**src/rtl/ahb_arb_pkg.sv**
```systemverilog
// Shared constants and types for the two-master AHB-Lite arbiter in front of the
// AHB-to-APB bridge slave port.
package ahb_arb_pkg;

  localparam logic [1:0] HTRANS_IDLE   = 2'b00;
  localparam logic [1:0] HTRANS_BUSY   = 2'b01;
  localparam logic [1:0] HTRANS_NONSEQ = 2'b10;
  localparam logic [1:0] HTRANS_SEQ    = 2'b11;

  localparam logic [1:0] HRESP_OKAY  = 2'b00;
  localparam logic [1:0] HRESP_ERROR = 2'b01;

  typedef enum logic {StIdle, StData} arb_state_t;

endpackage

```
**src/rtl/ahb_req_capture.sv**
```systemverilog
// Address-phase capture for one AHB-Lite master port.
// Latches HADDR/HWRITE of a qualified NONSEQ/SEQ address phase and holds a pending flag until
// the arbiter issues it to the bridge.
// Ports:
//   clk_i, rst_ni         clock, async active-low reset
//   hsel_i, htrans_i,
//   hready_i              address-phase qualifiers from the master bus
//   haddr_i, hwrite_i     address-phase payload
//   clr_i                 arbiter has issued this request; drop the pending flag
//   pend_o, addr_o,
//   write_o               buffered request
module ahb_req_capture
  import ahb_arb_pkg::*;
#(
  parameter int unsigned AddrWidth = 32
) (
  input  logic                 clk_i,
  input  logic                 rst_ni,
  input  logic                 hsel_i,
  input  logic [1:0]           htrans_i,
  input  logic                 hready_i,
  input  logic [AddrWidth-1:0] haddr_i,
  input  logic                 hwrite_i,
  input  logic                 clr_i,
  output logic                 pend_o,
  output logic [AddrWidth-1:0] addr_o,
  output logic                 write_o
);

  logic                 pend_q, pend_d;
  logic [AddrWidth-1:0] addr_q, addr_d;
  logic                 write_q, write_d;
  logic                 capture;

  // A new request while one is still buffered is dropped so the buffered one is never lost.
  assign capture = hsel_i & hready_i & ~pend_q &
                   ((htrans_i == HTRANS_NONSEQ) | (htrans_i == HTRANS_SEQ));

  always_comb begin
    pend_d  = pend_q;
    addr_d  = addr_q;
    write_d = write_q;
    if (clr_i) begin
      pend_d = 1'b0;
    end else if (capture) begin
      pend_d  = 1'b1;
      addr_d  = haddr_i;
      write_d = hwrite_i;
    end
  end

  always_ff @(posedge clk_i or negedge rst_ni) begin
    if (!rst_ni) begin
      pend_q  <= 1'b0;
      addr_q  <= '0;
      write_q <= 1'b0;
    end else begin
      pend_q  <= pend_d;
      addr_q  <= addr_d;
      write_q <= write_d;
    end
  end

  assign pend_o  = pend_q;
  assign addr_o  = addr_q;
  assign write_o = write_q;

endmodule

```
**src/rtl/ahb_apb_bridge_arbiter.sv**
```systemverilog
// Two-master AHB-Lite arbiter sharing one AHB-to-APB bridge slave port.
// Each master's address phase is buffered, the bridge is granted round-robin with one transfer
// outstanding, and the bridge data phase is routed back to the owning master.
// Ports:
//   hclk_i, hresetn_ni           clock, async active-low reset
//   m{0,1}_h*_i                  AHB-Lite master n address/data-phase inputs
//   m{0,1}_hrdata/hreadyout/
//   hresp_o                      responses to master n
//   s_h*_o                       drive to the bridge slave port
//   s_hrdata/hreadyout/hresp_i   bridge responses
module ahb_apb_bridge_arbiter
  import ahb_arb_pkg::*;
#(
  parameter int unsigned AddrWidth = 32,
  parameter int unsigned DataWidth = 32
) (
  input  logic                 hclk_i,
  input  logic                 hresetn_ni,
  input  logic                 m0_hsel_i,
  input  logic [AddrWidth-1:0] m0_haddr_i,
  input  logic [1:0]           m0_htrans_i,
  input  logic                 m0_hwrite_i,
  input  logic [DataWidth-1:0] m0_hwdata_i,
  input  logic                 m0_hready_i,
  output logic [DataWidth-1:0] m0_hrdata_o,
  output logic                 m0_hreadyout_o,
  output logic [1:0]           m0_hresp_o,
  input  logic                 m1_hsel_i,
  input  logic [AddrWidth-1:0] m1_haddr_i,
  input  logic [1:0]           m1_htrans_i,
  input  logic                 m1_hwrite_i,
  input  logic [DataWidth-1:0] m1_hwdata_i,
  input  logic                 m1_hready_i,
  output logic [DataWidth-1:0] m1_hrdata_o,
  output logic                 m1_hreadyout_o,
  output logic [1:0]           m1_hresp_o,
  output logic                 s_hsel_o,
  output logic [AddrWidth-1:0] s_haddr_o,
  output logic [1:0]           s_htrans_o,
  output logic                 s_hwrite_o,
  output logic [DataWidth-1:0] s_hwdata_o,
  output logic                 s_hready_o,
  input  logic [DataWidth-1:0] s_hrdata_i,
  input  logic                 s_hreadyout_i,
  input  logic [1:0]           s_hresp_i
);

  arb_state_t           state_q, state_d;
  logic                 owner_q, owner_d;
  logic                 last_q, last_d;
  logic                 pend0, pend1, clr0, clr1, grant;
  logic [AddrWidth-1:0] addr0, addr1;
  logic                 write0, write1;

  ahb_req_capture #(.AddrWidth(AddrWidth)) u_cap0 (
    .clk_i    (hclk_i),
    .rst_ni   (hresetn_ni),
    .hsel_i   (m0_hsel_i),
    .htrans_i (m0_htrans_i),
    .hready_i (m0_hready_i),
    .haddr_i  (m0_haddr_i),
    .hwrite_i (m0_hwrite_i),
    .clr_i    (clr0),
    .pend_o   (pend0),
    .addr_o   (addr0),
    .write_o  (write0)
  );

  ahb_req_capture #(.AddrWidth(AddrWidth)) u_cap1 (
    .clk_i    (hclk_i),
    .rst_ni   (hresetn_ni),
    .hsel_i   (m1_hsel_i),
    .htrans_i (m1_htrans_i),
    .hready_i (m1_hready_i),
    .haddr_i  (m1_haddr_i),
    .hwrite_i (m1_hwrite_i),
    .clr_i    (clr1),
    .pend_o   (pend1),
    .addr_o   (addr1),
    .write_o  (write1)
  );

  // Tie goes to the master that did not win last; otherwise the only requester wins.
  assign grant = (pend0 & pend1) ? ~last_q : pend1;

  always_comb begin
    state_d    = state_q;
    owner_d    = owner_q;
    last_d     = last_q;
    clr0       = 1'b0;
    clr1       = 1'b0;
    s_hsel_o   = 1'b0;
    s_htrans_o = HTRANS_IDLE;
    s_haddr_o  = '0;
    s_hwrite_o = 1'b0;
    s_hwdata_o = '0;
    s_hready_o = 1'b1;
    unique case (state_q)
      StIdle: begin
        if (pend0 | pend1) begin
          // SEQ from a master is reissued as NONSEQ: the bridge never sees a burst.
          s_hsel_o   = 1'b1;
          s_htrans_o = HTRANS_NONSEQ;
          s_haddr_o  = grant ? addr1 : addr0;
          s_hwrite_o = grant ? write1 : write0;
          clr0       = ~grant;
          clr1       = grant;
          owner_d    = grant;
          last_d     = grant;
          state_d    = StData;
        end
      end
      StData: begin
        s_hwdata_o = owner_q ? m1_hwdata_i : m0_hwdata_i;
        s_hready_o = s_hreadyout_i;
        if (s_hreadyout_i) state_d = StIdle;
      end
      default: state_d = StIdle;
    endcase
  end

  always_comb begin
    m0_hreadyout_o = 1'b1;
    m0_hresp_o     = HRESP_OKAY;
    m0_hrdata_o    = '0;
    m1_hreadyout_o = 1'b1;
    m1_hresp_o     = HRESP_OKAY;
    m1_hrdata_o    = '0;
    if (pend0) begin
      m0_hreadyout_o = 1'b0;
    end else if ((state_q == StData) && !owner_q) begin
      m0_hreadyout_o = s_hreadyout_i;
      m0_hresp_o     = s_hresp_i;
      m0_hrdata_o    = s_hrdata_i;
    end
    if (pend1) begin
      m1_hreadyout_o = 1'b0;
    end else if ((state_q == StData) && owner_q) begin
      m1_hreadyout_o = s_hreadyout_i;
      m1_hresp_o     = s_hresp_i;
      m1_hrdata_o    = s_hrdata_i;
    end
  end

  always_ff @(posedge hclk_i or negedge hresetn_ni) begin
    if (!hresetn_ni) begin
      state_q <= StIdle;
      owner_q <= 1'b0;
      last_q  <= 1'b1;
    end else begin
      state_q <= state_d;
      owner_q <= owner_d;
      last_q  <= last_d;
    end
  end

endmodule

```
**config.mk**
```make
export PLATFORM = sky130hd
export DESIGN_NAME = ahb_apb_bridge_arbiter
export DESIGN_NICKNAME = d
export VERILOG_FILES = /design/src/rtl/ahb_arb_pkg.sv /design/src/rtl/ahb_req_capture.sv /design/src/rtl/ahb_apb_bridge_arbiter.sv
export SDC_FILE = /design/constraint.sdc
export NUM_CORES = 1
export LEC_CHECK = 0
export ABC_CLOCK_PERIOD_IN_PS = 2300
export BUFFER_PORTS_ARGS = -buffer_cell sky130_fd_sc_hd__clkbuf_2
export CAP_MARGIN = 20
export CELL_PAD_IN_SITES_DETAIL_PLACEMENT = 0
export CELL_PAD_IN_SITES_GLOBAL_PLACEMENT = 1
export CORE_MARGIN = 2
export CORE_UTILIZATION = 30
export DETAILED_ROUTE_END_ITERATION = 10
export PLACE_DENSITY_LB_ADDON = 0.1
export SLEW_MARGIN = 10
export SYNTH_ARGS = -nofsm -noshare
export SYNTH_HDL_FRONTEND = slang
export SYNTH_HIERARCHICAL = 1
export SYNTH_SLANG_ARGS = --single-unit
```
**constraint.sdc**
```tcl
create_clock -name hclk_i -period 2.3 [get_ports hclk_i]
set_clock_uncertainty 0.1 [all_clocks]
set_input_delay 0.46 -clock hclk_i [delete_from_list [all_inputs] [get_ports hclk_i]]
set_output_delay 0.46 -clock hclk_i [all_outputs]
set_load 0.02 [all_outputs]
```
==> results of run 1 <==
-- what timing repair did --
action / CTS / global route
endpoints found under the hold margin: 0 / 0
endpoints found under the setup margin: 90 / 33
gates resized for setup: 10 / 51
gates cloned: 1 / 0
setup buffers: 3 / 0
-- flip-flops by register name (all words and copies together), names as in the netlist --
register / flops
state_q: 1
u_cap0/addr_o: 32
u_cap1/addr_o: 32
u_cap1/pend_o: 1
u_cap1/write_o: 1
u_cap0/write_o: 1
u_cap0/pend_o: 1
last_q: 1
owner_q: 1
-- worst max-delay path: cells and delay by family, from the launching register on --
family,cells,cell delay [ns]
flip-flops,1,0.56
buffers and inverters,2,0.38
AO/OA/AOI/OAI,1,0.24
AND/OR/NAND/NOR,1,0.16
-- report_power, final --
group	switching [uW]	internal (uW)	total [uW]
Sequential	397	1900	2300
Combinational	3190	2430	5620
Clock	499	868	1370
Total	4080	5200	9280
-- synthesized netlist by cell type, drive strengths merged --
library cell  instances
and3b                 1
clkbuf                9
dfstp                 1
or2b                  1
o2bb2ai               1
inv                   5
nor3                  1
nor3b                 1
and2                 67
o32ai                33
nand4b                2
nand2b               67
buf                  31
conb                  1
mux2                 66
dfrtp                70
a21bo                 1
o21a                  1
mux2i                32
and4b                 1
a31oi                 1
nor2                 38
a21oi                 3
a22o                  1
nor2b                 1
-- worst paths after layout --
check | from | to | slack, ns | depth (start not counted)
setup / recovery | state_q | s_haddr_o[28] | 0.06 | 4
min in group hclk_i | s_hreadyout_i | state_q | 0.25 | 2
setup reg to reg | state_q | u_cap0/addr_o[13] | 0.26 | 5
hold reg to reg | u_cap0/addr_o[25] | u_cap0/addr_o[25] | 0.38 | 1
hold / removal | hresetn_ni | u_cap0/addr_o[3] | 0.04 | 1
max in group asynchronous | hresetn_ni | u_cap0/addr_o[15] | 1.49 | 2
-- final cells by class --
class	count	area, um^2	share of cell area
antenna	1	2.50	0.000365
clock buffer	13	250	0.0365
clock inverter	3	42.5	0.00621
inverter	5	18.8	0.00274
multi-input combinational	321	2680	0.392
sequential	71	1780	0.261
tap	188	235	0.0344
timing repair buffer	329	1830	0.268
-- routing by layer --
layer	wire (um)	track usage	up-vias
met2	8680	0.336	152
met1	6410	0.219	2093
li1	-	-	2107
met3	1160	0.0545	16
met5	13	0	-
met4	253	0.0531	2
-- stage by stage --
step                std cells  total power, uW
CTS                       930             9230
detailed placement        910             7660
global route              931             9910
finish                    931             9280
global placement          910             7600
floorplan                 436             6060
-- cells by family (layout without fill, tap and decap cells) --
group                  count (synthesis)  after routing  synth area share
AND/OR/NAND/NOR                      180            181             0.241
multiplexers                          98             98             0.227
flip-flops                            71             71             0.380
buffers and inverters                 45            350            0.0687
AO/OA/AOI/OAI                         41             41            0.0818
other                                  1              2          0.000802
==> summary.md, run 1 <==
| Metric | Value |
|---|---|
| Synth area leader | dfrtp_1 |
| Worst Setup Start Kind | flop |
| Worst-Margin Slew | 0.598 ns |
| Worst skew pair latency | 0.33 ns |
| Critical Path Max Stage Delay | 0.56 ns |
| Synthesis-stage register bit count | 71 |
| Placed Area | 0.00636 mm^2 |
| Post-Syn Area | 0.00468 mm^2 |
| Setup TNS | 0 ns |
| Residual DRC count | 0 |
| Overflow after GRT | 0 |
| Endpoint type of the worst setup path | output port |
| Worst ir drop on vdd | 0.000586 V |
| Wirelength per Cell | 17.7 um |
| First-pass GRT wire length | 23.7 mm |
| PortBufs | 310 |
| Clock root buffer | clkbuf_16 |
| Max H-tree Level | 3 |
| Post-route setup slack | 0.0602 ns |
| Core Area | 0.0152 mm^2 |
| Vias in the first global route | 4279 |
| Final instance area | 0.00685 mm^2 |
| Synth-to-layout area growth | 46.4% |
| Fin crit share | 0.974 |
| Crit path required time | 1.74 ns |
| Top cells by area, synth | dfrtp_1 37%, mux2_2 15%, and2_1 9.0%, nand2b_1 9.0%, mux2i_1 6.8% |
| Synth warn | 6 |
| Most frequent cells in the layout | 282 x clkbuf_2, 67 x nand2b_1, 67 x dfrtp_1, 66 x and2_1, 62 x mux2_2 |
| Initial core utilization | 0.308 |
| Final setup violation count | 0 |
| LEAKAGE | 0.00348 uW |
| Pwr Density | 1360 mW/mm^2 |
| Outcome | finished clean |
| Die Y | 129 um |
| CP Cell Sequence | buf_12 -> nand2b_1 -> o32ai_2 -> buf_4 |
| # hold bufs at CTS | 0 |
| Iter 0 DRT Violations | 139 |
| Top cell type's share of synthesized area | 0.374 |
| Share of layout cells above drive strength 1 | 0.586 |
| Clock period minus worst slack | 2.24 ns |
| CTS tree | done |
| Max clock buf depth | 2 |
| Antenna violations before repair | 2 |
| Final Hold Vio Count | 0 |
| Row cnt | 45 |
| Total CTS buffers | 9 |
| Largest net degree at the start of global routing | 45 |
| DRT Pass-1 Iters | 6 |
| Number of max-cap violations | 0 |
| Post-DP HPWL | 12.7 mm |
| Unrepaired setup endpoints after global routing | yes |
| Final ANT Viol Nets | 0 |
| Hold Path Class | in2async |
| # fillers | 1537 |
| Final Hold Slack | 0.0385 ns |
| Relative slew slack | 0.602 |
| Synth Net Count | 611 |
| Die area | 0.0166 mm^2 |
| Clock sink total | 71 |
| Fin. max-slew vios | 0 |
| Die W | 129 um |
| CP max-delay cell | dfrtp_4 |
| Library cells used by synthesis | 32 |
| Final core utilization | 0.450 |
| Crit path DAT | 1.68 ns |
| Setup WS pre-CTS | 0.202 ns |
| Final #Nets | 912 |
| Vias post-DR | 4370 |
| I/O Pins | 314 |
| Syn_area_per_cell | 10.7 um^2 |
| Gate Count Post-Synth | 436 |
| Commonest non-fill, non-tap cell in the layout | clkbuf_2 |
| Clock-pin slew on the worst setup and hold paths | 0.05 ns |
| Critical path class | reg2out |
| Maximum clock rate | 446 MHz |
| Overall routed net length | 16.5 mm |
| Vias/cell | 4.69 |
| Gr usage total | 0.188 |
| Sequential area share after synthesis | 0.380 |
| Maximum fanout along the worst path | 34 |
| RD Place Congestion | 0.788 |
(Power assumes the default switching activity.)
==> inputs of run 2 (changes only) <==
Settings changed: HOLD_SLACK_MARGIN set to 0.15.
==> summary.md, run 2 (synthesis results as in run 1) <==
| Metric | Value |
|---|---|
| Fin crit share | 0.974 |
| CTS tree | done |
| Total CTS buffers | 9 |
| Final setup violation count | 0 |
| Final ANT Viol Nets | 0 |
| Die Y | 129 um |
| Placed Cells | 910 |
| Residual DRC count | 0 |
| Fin. max-slew vios | 0 |
| LEAKAGE | 0.00349 uW |
| Pwr Density | 1350 mW/mm^2 |
| Largest net degree at the start of global routing | 45 |
| Max H-tree Level | 3 |
| WP buf/inv | 2 |
| Hold Path Class | in2reg |
| Relative slew slack | 0.603 |
| Worst skew pair latency | 0.33 ns |
| Unrepaired setup endpoints after global routing | yes |
| Crit path required time | 1.74 ns |
| Overflow after GRT | 0 |
| Final Hold Vio Count | 0 |
| Clock root buffer | clkbuf_16 |
| Critical path class | reg2out |
| Maximum clock rate | 446 MHz |
| CP max-delay cell | dfrtp_4 |
| Commonest non-fill, non-tap cell in the layout | clkbuf_2 |
| Worst-Margin Slew | 0.596 ns |
| Share of layout cells above drive strength 1 | 0.585 |
| Final core utilization | 0.451 |
| Maximum fanout along the worst path | 34 |
| First-pass GRT wire length | 23.8 mm |
| Antenna violations before repair | 2 |
| Worst ir drop on vdd | 0.000586 V |
| Clock-pin slew on the worst setup and hold paths | 0.05 ns |
| Overall routed net length | 16.5 mm |
| Final #Nets | 913 |
| Final Hold Slack | 0.246 ns |
| Crit path DAT | 1.68 ns |
| Stages on worst setup path | 4 |
| CP Cell Sequence | buf_12 -> nand2b_1 -> o32ai_2 -> buf_4 |
| Vias in the first global route | 4285 |
| Max clock buf depth | 2 |
| Vias post-DR | 4371 |
| Vias/cell | 4.69 |
| Final instance area | 0.00686 mm^2 |
| Critical Path Max Stage Delay | 0.56 ns |
| Row cnt | 45 |
| Clock sink total | 71 |
| Synth-to-layout area growth | 46.6% |
| I/O Pins | 314 |
| Die area | 0.0166 mm^2 |
| Endpoint type of the worst setup path | output port |
| Number of max-cap violations | 0 |
| Iter 0 DRT Violations | 136 |
| Non-filler cells, final | 932 |
| Wirelength per Cell | 17.7 um |
| Worst Setup Start Kind | flop |
| Outcome | finished clean |
| Gr usage total | 0.188 |
| Top delay family on crit path | flip-flops |
| PortBufs | 310 |
| Initial core utilization | 0.308 |
| Hold path cells | 2 |
| RD Place Congestion | 0.788 |
| Core Area | 0.0152 mm^2 |
| FF-to-FF path depth | 5 |
| Post-DP HPWL | 12.7 mm |
| Die W | 129 um |
| Clock period minus worst slack | 2.24 ns |
| Placed Area | 0.00636 mm^2 |
| Most frequent cells in the layout | 282 x clkbuf_2, 67 x nand2b_1, 67 x dfrtp_1, 66 x and2_1, 62 x mux2_2 |
| DRT Pass-1 Iters | 6 |
run 2: what timing repair did:
item | 4_1_cts | 5_1_grt
buffers inserted | 3 | 0
hold buffers | 1 | 0
setup endpoints to repair | 90 | 33
hold endpoints to repair | 42 | 0
gates resized for setup | 10 | 51
cloned | 1 | 0
run 2: path summary, 6_finish.rpt:
| check | startpoint | slack [ns] | to |
|---|---|---|---|
| max in group asynchronous | hresetn_ni | 0.95 | u_cap0/addr_o[15] |
| worst min register to register | u_cap0/addr_o[25] | 0.38 | u_cap0/addr_o[25] |
| worst min-delay path | s_hreadyout_i | 0.25 | state_q |
| worst max register to register | state_q | 0.26 | u_cap0/addr_o[13] |
| min in group asynchronous | hresetn_ni | 0.58 | u_cap0/addr_o[3] |
| worst max-delay path | state_q | 0.06 | s_haddr_o[28] |
run 2: layer usage:
layer | up-vias | wire (um) | track usage
li1 | 2110 | - | -
met1 | 2091 | 6440 | 0.219
met2 | 152 | 8680 | 0.337
met3 | 16 | 1130 | 0.0545
met4 | 2 | 250 | 0.0531
met5 | - | 13 | 0
run 2: area by class of cell:
class                   count  area (um^2)
flip-flops and latches     71         1780
fillers                  1539         8340
diodes                      1         2.50
inverters                   5         18.8
multi-input cells         321         2680
repair buffers            330         1840
clock inverters             3         42.5
well taps                 188          235
clock buffers              13          250
run 2: report_power, final:
group	switching [uW]	internal, uW	leakage (uW)	total (uW)
sequential	397	1900	0.000845	2300
clock	499	868	0.000140	1370
combinational	3180	2440	0.00250	5620
run 2: per-stage QoR:
| stage | power, uW | TNS, ns | worst slack [ns] |
|---|---|---|---|
| finish | 9280 | 0 | 0.0598 |
| global placement | 7600 | 0 | 0.256 |
| CTS | 9240 | -0.0177 | -0.0162 |
| detailed placement | 7660 | 0 | 0.202 |
| floorplan | 6060 | 0 | 0.265 |
| global route | 9910 | -0.0553 | -0.0130 |
==> inputs of run 3 (changes only) <==
Settings changed: ABC_CLOCK_PERIOD_IN_PS 2300 to 2000, CORE_UTILIZATION 30 to 27.
Clock period 2.3 ns to 2 ns, I/O delays scaled along.
==> summary.md, run 3 (synthesis results as in run 1) <==
| Metric | Value |
|---|---|
| Final Hold Vio Count | 0 |
| Endpoint type of the worst setup path | output port |
| Final Hold Slack | 0.179 ns |
| Critical path class | reg2out |
| Clock period minus worst slack | 2.18 ns |
| Overflow after GRT | 0 |
| Relative slew slack | 0.645 |
| DRT Pass-1 Iters | 4 |
| Max clock buf depth | 2 |
| Final #Nets | 937 |
| LEAKAGE | 0.00392 uW |
| Internal | 7520 uW |
| CP max-delay cell | dfrtp_2 |
| Residual DRC count | 0 |
| Top delay family on crit path | buffers and inverters |
| Maximum fanout along the worst path | 8 |
| Iter 0 DRT Violations | 116 |
| Max H-tree Level | 3 |
| Die area | 0.0184 mm^2 |
| Row cnt | 48 |
| Antenna violations before repair | 3 |
| Sw Share | 0.417 |
| PortBufs | 310 |
| Maximum clock rate | 459 MHz |
| CP Cell Sequence | buf_4 -> nor3b_4 -> buf_6 -> clkbuf_16 -> and2_4 -> buf_6 |
| Outcome | finished, violations left |
| Overall routed net length | 18.6 mm |
| Worst skew pair latency | 0.33 ns |
| Worst-Margin Slew | 0.533 ns |
| Final setup violation count | 124 |
| Net Switching | 5390 uW |
| Pwr Total | 12900 uW |
| Worst ir drop on vdd | 0.000660 V |
| WP buf/inv | 4 |
| Largest net degree at the start of global routing | 39 |
| Most frequent cells in the layout | 195 x clkbuf_2, 66 x dfrtp_1, 62 x nand2b_1, 59 x mux2_2, 49 x buf_6 |
| Crit path top cell by count | buf_6 |
| Vias post-DR | 4618 |
| Die W | 136 um |
| Crit path required time | 1.50 ns |
| First-pass GRT wire length | 24.3 mm |
| Die Y | 136 um |
| Vias/cell | 4.64 |
| Worst Setup Start Kind | flop |
| Share of layout cells above drive strength 1 | 0.669 |
| Synth-to-layout area growth | 73.3% |
| Combinational cell fraction of total power | 0.671 |
| Clock sink total | 71 |
| RD Place Congestion | 0.831 |
| Wirelength per Cell | 18.7 um |
| Post-DP HPWL | 12.5 mm |
| Clock-pin slew on the worst setup and hold paths | 0.06 ns |
| Crit path DAT | 1.68 ns |
| Setup WS pre-CTS | 0.0567 ns |
| Number of max-cap violations | 0 |
| Initial core utilization | 0.273 |
| Hold Path Class | in2reg |
| Final ANT Viol Nets | 0 |
| Unrepaired setup endpoints after global routing | yes |
| Pwr Density | 1590 mW/mm^2 |
| Failing checks | setup timing |
| Fin crit share | 1.09 |
| Post-route setup slack | -0.178 ns |
| Vias in the first global route | 4445 |
| Commonest non-fill, non-tap cell in the layout | clkbuf_2 |
| Clock root buffer | clkbuf_16 |
| I/O Pins | 314 |
| Core Area | 0.0171 mm^2 |
| Fin. max-slew vios | 0 |
| Clock share of power | 0.123 |
| CTS tree | done |
| Critical Path Max Stage Delay | 0.42 ns |
| Gr usage total | 0.171 |
| Flop pwr share | 0.206 |
| # fillers | 1618 |
| Total CTS buffers | 9 |
## run 3: cell types whose count changed in the layout (fill, tap and decap cells not counted), moves of 5 or more
cell / previous run / this run
clkbuf_16: 9 / 17
nand2b_1: 67 / 62
buf_12: 7 / 12
o32ai_1: 16 / 2
buf_4: 25 / 45
and2_4: 1 / 30
o32ai_4: 0 / 5
o32ai_2: 17 / 26
clkbuf_4: 0 / 13
and2_1: 66 / 37
clkbuf_2: 282 / 195
nand2b_4: 0 / 5
clkbuf_8: 1 / 12
buf_6: 3 / 49
## run 3: metrics by stage
step	instances	TNS [ns]	area (um^2)	utilization
after global routing	995	-22.38	8110	0.474
after floorplan	436	0	4680	-
final	995	-12.04	8110	0.474
after detailed placement	952	0	6520	0.381
after CTS	973	-14.59	7310	0.427
after global placement	952	0	6520	0.381
## run 3: final cells by class
class	count	area [um^2]	area share
sequential	71	1780	0.220
antenna	3	7.51	0.000926
inverter	5	18.8	0.00232
tap	225	282	0.0347
clock inverter	5	58.8	0.00725
multi-input combinational	322	3000	0.370
clock buffer	11	233	0.0287
timing repair buffer	353	2720	0.336
## run 3: final timing paths
path	startpoint	to	slack (ns)	cells after the start
max in group asynchronous	hresetn_ni	u_cap0/addr_o[22]	0.76	3
max reg2reg	u_cap0/pend_o	u_cap1/write_o	0.02	6
min reg2reg	u_cap1/write_o	u_cap1/write_o	0.39	1
max	u_cap0/pend_o	m0_hrdata_o[13]	-0.18	6
min in group asynchronous	hresetn_ni	u_cap0/addr_o[10]	0.49	2
min	s_hreadyout_i	state_q	0.18	2
## run 3: layer usage
layer / part of all wire / GRT usage
met3: 0.070 / 0.0542
met4: 0.011 / 0.0463
met5: 0 / 0
met2: 0.53 / 0.315
met1: 0.39 / 0.190
## run 3: power by group through the flow
stage,Sequential (uW),Combinational [uW],Clock [uW]
after floorplan,2500,4470,0
final,2650,8660,1590
after CTS,2620,7110,1640
after global routing,2770,9180,1720
after detailed placement,2640,6370,0
after global placement,2610,6320,0
## run 3: timing repair
item,4_1_cts,5_1_grt
hold endpoints to repair,35,0
setup buffers,3,8
gates resized for setup,120,212
hold buffers,1,0
endpoints found under the setup margin,132,165
pin swaps,11,26
gates cloned,1,13
